===== config.mk =====
export PLATFORM = sky130hd
export DESIGN_NAME = alarm_ctrl_multi
export DESIGN_NICKNAME = d
export VERILOG_FILES = /design/src/rtl/alarm_ctrl_multi.sv
export SDC_FILE = /design/constraint.sdc
export NUM_CORES = 1
export LEC_CHECK = 0
export ABC_AREA = 1
export CORE_MARGIN = 5
export CORE_UTILIZATION = 50
export DETAILED_ROUTE_END_ITERATION = 6
export PLACE_DENSITY = 0.82
export SLEW_MARGIN = 5
export SYNTH_ARGS = -nofsm -noshare
export SYNTH_HDL_FRONTEND = slang
export SYNTH_SLANG_ARGS = --single-unit

===== constraint.sdc =====
create_clock -name CLK_clk_i -period 7.9 [get_ports CLK_clk_i]
set_clock_uncertainty 0.1 [all_clocks]
set_input_delay 1.58 -clock CLK_clk_i [delete_from_list [all_inputs] [get_ports CLK_clk_i]]
set_output_delay 1.58 -clock CLK_clk_i [all_outputs]
set_load 0.02 [all_outputs]

===== src/rtl/alarm_ctrl_multi.sv =====
// alarm_ctrl_multi: N-channel debounced alarm FSM with escalation, acknowledge/re-alarm and sticky history
module alarm_ctrl_multi #(
    parameter int N_SENS       = 4,
    parameter int DEB_CYCLES   = 16,
    parameter int ESC_CYCLES   = 1000,
    parameter int ALARM_MIN    = 2,
    parameter int BLINK_CYCLES = 50,
    localparam int CH_W        = $clog2(N_SENS)
) (
    input  logic              CLK_clk_i,
    input  logic              RST_rst_i,
    input  logic [N_SENS-1:0] Sensor_i,
    input  logic [N_SENS-1:0] Mask_i,
    input  logic              Ack_i,
    output logic [1:0]        estado_o,
    output logic [N_SENS-1:0] activos_o,
    output logic [N_SENS-1:0] latched_o,
    output logic [CH_W-1:0]   canal_o,
    output logic              Buzzer_o,
    output logic [2:0]        Led_o
);
    typedef enum logic [1:0] {NORMAL, PREALERTA, ALARMA, RECONOCIDA} state_t;
    localparam int DW = DEB_CYCLES > 1 ? $clog2(DEB_CYCLES) : 1;
    localparam int EW = ESC_CYCLES > 1 ? $clog2(ESC_CYCLES) : 1;
    localparam int BW = BLINK_CYCLES > 1 ? $clog2(BLINK_CYCLES) : 1;
    localparam int CW = $clog2(N_SENS + 1);
    localparam logic [DW-1:0] DEB_MAX = DW'(DEB_CYCLES - 1);
    localparam logic [EW-1:0] ESC_MAX = EW'(ESC_CYCLES - 1);
    localparam logic [BW-1:0] BLK_MAX = BW'(BLINK_CYCLES - 1);
    localparam logic [CW-1:0] AMIN    = CW'(ALARM_MIN);

    state_t            state, nxt;
    logic [N_SENS-1:0] sen_s1, sen_s2, act, snap, snap_nxt, lat_nxt;
    logic              ack_s1, ack_s2, ack_d, ack_rise, led2, buz_nxt;
    logic [DW-1:0]     deb_cnt [N_SENS];
    logic [EW-1:0]     esc_tmr, esc_nxt;
    logic [BW-1:0]     blk_cnt, blk_nxt;
    logic [CW-1:0]     cnt;
    logic [CH_W-1:0]   can_nxt;
    logic [2:0]        led_nxt;

    assign act      = activos_o & ~Mask_i;
    assign ack_rise = ack_s2 & ~ack_d;
    assign estado_o = state;

    always_ff @(posedge CLK_clk_i or negedge RST_rst_i) begin
        if (!RST_rst_i) begin
            sen_s1    <= '0;
            sen_s2    <= '0;
            ack_s1    <= 1'b0;
            ack_s2    <= 1'b0;
            ack_d     <= 1'b0;
            activos_o <= '0;
            for (int i = 0; i < N_SENS; i++) deb_cnt[i] <= '0;
        end else begin
            sen_s1 <= Sensor_i;
            sen_s2 <= sen_s1;
            ack_s1 <= Ack_i;
            ack_s2 <= ack_s1;
            ack_d  <= ack_s2;
            for (int i = 0; i < N_SENS; i++) begin
                if (sen_s2[i] == activos_o[i]) begin
                    deb_cnt[i] <= '0;
                end else if (deb_cnt[i] == DEB_MAX) begin
                    activos_o[i] <= ~activos_o[i];
                    deb_cnt[i]   <= '0;
                end else begin
                    deb_cnt[i] <= deb_cnt[i] + 1'b1;
                end
            end
        end
    end

    always_comb begin
        cnt     = '0;
        can_nxt = '0;
        for (int i = 0; i < N_SENS; i++) cnt = cnt + CW'(act[i]);
        for (int i = N_SENS - 1; i >= 0; i--) if (latched_o[i]) can_nxt = CH_W'(i);
    end

    always_ff @(posedge CLK_clk_i or negedge RST_rst_i) begin
        if (!RST_rst_i) begin
            state     <= NORMAL;
            esc_tmr   <= '0;
            snap      <= '0;
            blk_cnt   <= '0;
            latched_o <= '0;
            canal_o   <= '0;
            Buzzer_o  <= 1'b0;
            Led_o     <= 3'b001;
        end else begin
            state     <= nxt;
            esc_tmr   <= esc_nxt;
            snap      <= snap_nxt;
            blk_cnt   <= blk_nxt;
            latched_o <= lat_nxt;
            canal_o   <= can_nxt;
            Buzzer_o  <= buz_nxt;
            Led_o     <= led_nxt;
        end
    end

    always_comb begin
        nxt      = state;
        esc_nxt  = esc_tmr;
        snap_nxt = snap;
        case (state)
            NORMAL: begin
                if (cnt >= AMIN) nxt = ALARMA;
                else if (cnt != '0) begin
                    nxt     = PREALERTA;
                    esc_nxt = '0;
                end
            end
            PREALERTA: begin
                if (cnt >= AMIN) nxt = ALARMA;
                else if (cnt == '0) nxt = NORMAL;
                else if (esc_tmr == ESC_MAX) nxt = ALARMA;
                else esc_nxt = esc_tmr + 1'b1;
            end
            ALARMA: begin
                if (ack_rise) begin
                    nxt      = RECONOCIDA;
                    snap_nxt = act;
                end
            end
            RECONOCIDA: begin
                if ((act & ~snap) != '0) nxt = ALARMA;
                else if (cnt == '0) nxt = NORMAL;
            end
        endcase
    end

    // clearing wins over the sticky set when both happen on one edge
    always_comb begin
        lat_nxt = ((state == NORMAL && ack_rise) || (state == RECONOCIDA && nxt == NORMAL)) ? '0 :
                  (state != NORMAL) ? (latched_o | act) : latched_o;
        blk_nxt = '0;
        led2    = (nxt == ALARMA);
        if (nxt == RECONOCIDA) begin
            led2    = (state != RECONOCIDA) ? 1'b1 : (blk_cnt == BLK_MAX) ? ~Led_o[2] : Led_o[2];
            blk_nxt = (state != RECONOCIDA || blk_cnt == BLK_MAX) ? '0 : blk_cnt + 1'b1;
        end
        buz_nxt = (nxt == ALARMA);
        led_nxt = {led2, nxt == PREALERTA, nxt == NORMAL};
    end
endmodule


# Word-level counts from Yosys, hierarchy flattened
# Index checks and enable logic that the tools add are counted.
# classes
add_sub_neg,9
order_cmp,1
eq_ne,23
muxes,34
bitwise,16
n_reduce_logical,18
# ops
cell,n
two-way mux 10 bit,5
two-way mux 4 bit,10
two-way mux 2 bit,12
case mux 10 bit (2 select lines),1
adder 4 x 1 -> 4 bit (second input constant),4
equality test 4 bit (second input constant),4
two-way mux 6 bit,2
!= test 2 bit (second input constant),6
adder 10 x 1 -> 10 bit (second input constant),1
equality test 10 bit (second input constant),1
NOT 1 bit,10
AND reduction 2 bit,5
AND 4 bit,2
equality test 2 bit (second input constant),4
NOT 4 bit,2
case mux 2 bit (4 select lines),1
adder 6 x 1 -> 6 bit (second input constant),1
equality test 6 bit (second input constant),1
AND reduction 6 bit,1
nonzero test 2 bit,3
equality test 1 bit,4
equality test 2 x 1 -> 1 bit (second input constant),2
logical NOT 2 bit,2
bitwise OR 4 bit,1
other kinds (12),16
# totals
register_bits,63
word_cells,123

# Longest topological paths before layout
# logic_depth
depth_word,13
depth_mapped,18
mapped_depth_nobuf,18

# Worst setup path after synthesis
# OpenSTA, ideal clock, no wires.
# synth_path
path_type,input port to flip-flop
startpoint,input Mask_i[0]
endpoint,register latched_o[3]
arrival_ns,3.574
t_required_ns,7.679
setup_slack_ns,4.106
path_stages,17
path_buffers,0
path_cell_list,inv_1 nand2_1 inv_1 ha_1 inv_1 xor2_1 ha_1 inv_1 ha_1 nor3_4 inv_1 nand3_2 inv_1 nor2_2 nand3_1 nand2_2 nor2_1
# synth_via
elab_chain_cells,13
elab_cells_between_ends,22
classes_between,3 x add/sub; 1 x order compare; 8 x mux; 3 x bitwise; 7 x reduce/logical
# synth_rtl
element,line_no,text
"start, declared",13,"input logic [N_SENS-1:0] Mask_i,"
NOT 4 bit (*),42,assign act = activos_o & ~Mask_i;
AND 4 bit (*),42,
via act[0],33,"logic [N_SENS-1:0] sen_s1, sen_s2, act, snap, snap_nxt, lat_nxt;"
"parallel branches: the longest is 6 deep, another holds adder 2 x 1 -> 3 bit",--,
case mux 2 bit (4 select lines) (*),107,case (state)
logical NOT 2 bit (*),136,lat_nxt = ((state == NORMAL && ack_rise) || (state == RECONOCIDA && nxt == NORMAL)) ? '0 :
logical AND 1 bit (*),136,
logical OR 1 bit (*),136,
two-way mux 4 bit / nonzero test 2 bit (equally long branches),--,
"end signal, assigned",96,latched_o <= lat_nxt;
"end, declared",17,"output logic [N_SENS-1:0] latched_o,"
# Mark *: on every way through the listed nets, which the timed path passes.
# A chain may end at the register's enable or synchronous reset.

# Worst setup path in the final report
# Ends and elaborated chain as after synthesis.

==> metrics.cfg <==
[global_routing]
grt_pass1_vias = 2121
grt_max_degree = 64
grt_antenna_before_repair = 0
grt_usage_pct = 15.60
grt_overflow = 0
grt_pass1_wl_um = 9011

[logic_synthesis]
synth_common_cells = 62 x dfrtp_1, 43 x inv_1, 43 x nor2_1, 41 x nand2_1, 22 x nand3_1
yosys.area.top_type = dfrtp_1
synth_top_flop_cell = dfrtp_1
synthArstFlopShare_pct = 100.0
yosysMostFrequentCell = dfrtp_1
synth_cell_types = 34
synth_area_per_cell_um2 = 9.602
syn_inst = 304
synth_top_area_share_pct = 53.15
syn-num-nets = 326
syn_area_mm2 = 0.002919
ys.warnings.count = 0
ys_ff_latch = 63
synth_edf_count = 0
yosys-top-cells-area = dfrtp_1 53%, inv_1 5.5%, nor2_1 5.5%
seq_area_frac_synth_pct = 54.05

[clock_tree]
root_buffer = clkbuf_8
cts.repair.resized = 0
postCtsSetupBuffers = 0
hold_buffers = 0
cts_tree = yes
htree_levels = 3
clockBufferDepth = 2
clock_latency_ns = 0.34
cts_buffers = 9
clock_sinks = 63
cts.clk_slew.worst_paths_ns = 0.06

[pwr]
p_int_mw = 0.5172
clkPwrFrac_pct = 43.7
p_per_area_mw_per_mm2 = 191.9
switching_share_pct = 22.07
vdd_drop_max_v = 0.0001366
total_power_mw = 0.6637
p_comb_share_pct = 5.2
power_leakage_nw = 1.754
p_seq_share_pct = 51.1
netSwitchingPower_mw = 0.1465

[routing]
viasPerCell = 5.017
finalWirelength_um = 5116
antenna_left = 0
drtPass1Iterations = 4
drt_iter0_drc = 112
drc_errors = 0
wl_per_cell_um = 12.27
via_count = 2092

[floorplanning]
boundaryPins = 27
die-height_um = 86.41
die_x_um = 86.41
die-area_mm2 = 0.007466
start_util_pct = 52.37
rows = 27
core_mm2 = 0.005574

[sta]
worst_pin_slew_ns = 0.7602
hold_slack_ns = 0.2470
rsz0062_at_grt = false
tns_ns = 0
relSlewSlack_pct = 49.32
fmax_mhz = 233.3
final_max_slew_viol_count = 0
period_share_pct = 54.25
hold_viol_final = 0
min_period_ns = 4.286
setup_viol = 0

[worst_hold_path]
worstHoldPathType = flop to flop

[worst_setup_path]
cp_max_fo = 4
critPathRequiredTime_ns = 8.03
crit_path_start_kind = input port
slowest_delay_ns = 0.48
crit_family = simple AND/OR/NAND/NOR gates
path_common_cell = inv_1
worstPathArrival_ns = 4.41
cp_slowest_cell = clkdlybuf4s50_1
path_buf_inv = 6
worstPathCellList = clkdlybuf4s50_1 > inv_1 > nand2_1 > inv_1 > ha_1 > inv_1 > xor2_1 > ha_1 > inv_1 > ha_1 > nor3_4 > inv_1 > nand2_1 > a21boi_1 > nor2_1 > nand3_1 > nand2_2 > nor2_1
endpoint_kind = flop
critPathKind = input port to flop

[final_layout]
fin_util_pct = 62.04
drive_gt1_share_pct = 11.88
insertedDiodeCount = 0
syn_to_final_growth_pct = 18.47
nets = 362

[placement]
port_buffers = 26
hpwl_um = 3622
place_congestion = 0.8157

[flow_run]
drv_cap = 0

[status]
outcome = finished, final reports clean

-- cell families (layout without fill, tap and decap cells) --
family / count (synthesis) / count (layout) / synth area share (%)
compound gates: 27 / 27 / 5.444
flops: 63 / 63 / 54.05
buf+inv: 48 / 89 / 6.858
simple gates: 136 / 136 / 22.89
xor+xnor: 15 / 15 / 4.501
fa+ha+maj: 11 / 11 / 4.715
mux: 4 / 4 / 1.543
-- flip-flops by register name, indices dropped and copies added (netlist names), 2 cells and up --
register   count
snap           4
estado_o       2
deb_cnt       16
sen_s2         4
blk_cnt        6
activos_o      4
esc_tmr       10
latched_o      4
sen_s1         4
Led_o          3
canal_o        2
-- path summary, 6_finish.rpt --
check	startpoint	end	slack (ns)	depth (start not counted)
setup / recovery	Mask_i[0]	latched_o[3]$_DFFE_PN0P_	3.61	18
hold / removal	ack_s1$_DFF_PN0_	ack_s2$_DFF_PN0_	0.25	0
setup reg to reg	activos_o[0]$_DFFE_PN0P_	latched_o[3]$_DFFE_PN0P_	4.93	16
hold reg to reg	ack_s1$_DFF_PN0_	ack_s2$_DFF_PN0_	0.25	0
max in group asynchronous	RST_rst_i	latched_o[3]$_DFFE_PN0P_	5.91	2
min in group asynchronous	RST_rst_i	deb_cnt[12]$_DFF_PN0_	1.29	2
-- layer usage --
layer  global-route usage, %  vias to the layer above  routed length, µm
li1                        -                     1038                  -
met1                   18.26                      997               2229
met2                   25.45                       47               2505
met3                   4.848                       10                252
met4                   8.640                        0                128
met5                       0                        -                  0
-- through the flow --
stage / cell area (µm²) / worst slack [ns] / std cells
finish: 3458 / 3.614 / 417
global route: 3458 / 3.439 / 417
CTS: 3458 / 3.649 / 417
detailed placement: 3249 / 3.321 / 401
global placement: 3249 / 3.455 / 401
floorplan: 2919 / 4.106 / 304
-- power groups by stage --
stage | Clock [mW] | Combinational (mW) | Sequential [mW]
after floorplan | 0 | 0.0196 | 0.344
final | 0.290 | 0.0343 | 0.339
after detailed placement | 0 | 0.0348 | 0.345
after global routing | 0.312 | 0.0404 | 0.341
after CTS | 0.296 | 0.0351 | 0.339
after global placement | 0 | 0.0337 | 0.345
-- layout make-up --
cell class                      instances  area, µm²
Clock inverter                          3      40.04
Timing Repair Buffer                   27      262.8
Inverter                               46      177.7
Multi-Input combinational cell        193       1141
Clock buffer                           13      168.9
Fill cell                             449       2116
Sequential cell                        63       1578
Tap cell                               72      90.09
-- layout by cell type, fill, tap and decap left out, types with 2 or more instances in the layout --
| cell | instances |
|---|---|
| clkdlybuf4s50_1 | 25 |
| nand3_1 | 22 |
| mux2_2 | 4 |
| nand2_2 | 2 |
| nor2_4 | 3 |
| ha_1 | 11 |
| nand2_4 | 3 |
| inv_1 | 43 |
| nor3b_2 | 2 |
| nand3b_1 | 2 |
| xor2_1 | 6 |
| nand4_1 | 5 |
| clkinv_2 | 2 |
| dfrtp_1 | 62 |
| xnor2_1 | 9 |
| o21ai_0 | 14 |
| nand3_2 | 2 |
| inv_2 | 2 |
| nor3_1 | 6 |
| nor2_1 | 43 |
| nand2_1 | 41 |
| clkbuf_8 | 12 |
| a21oi_1 | 7 |
Note: power is estimated with default switching activity, not from simulation.
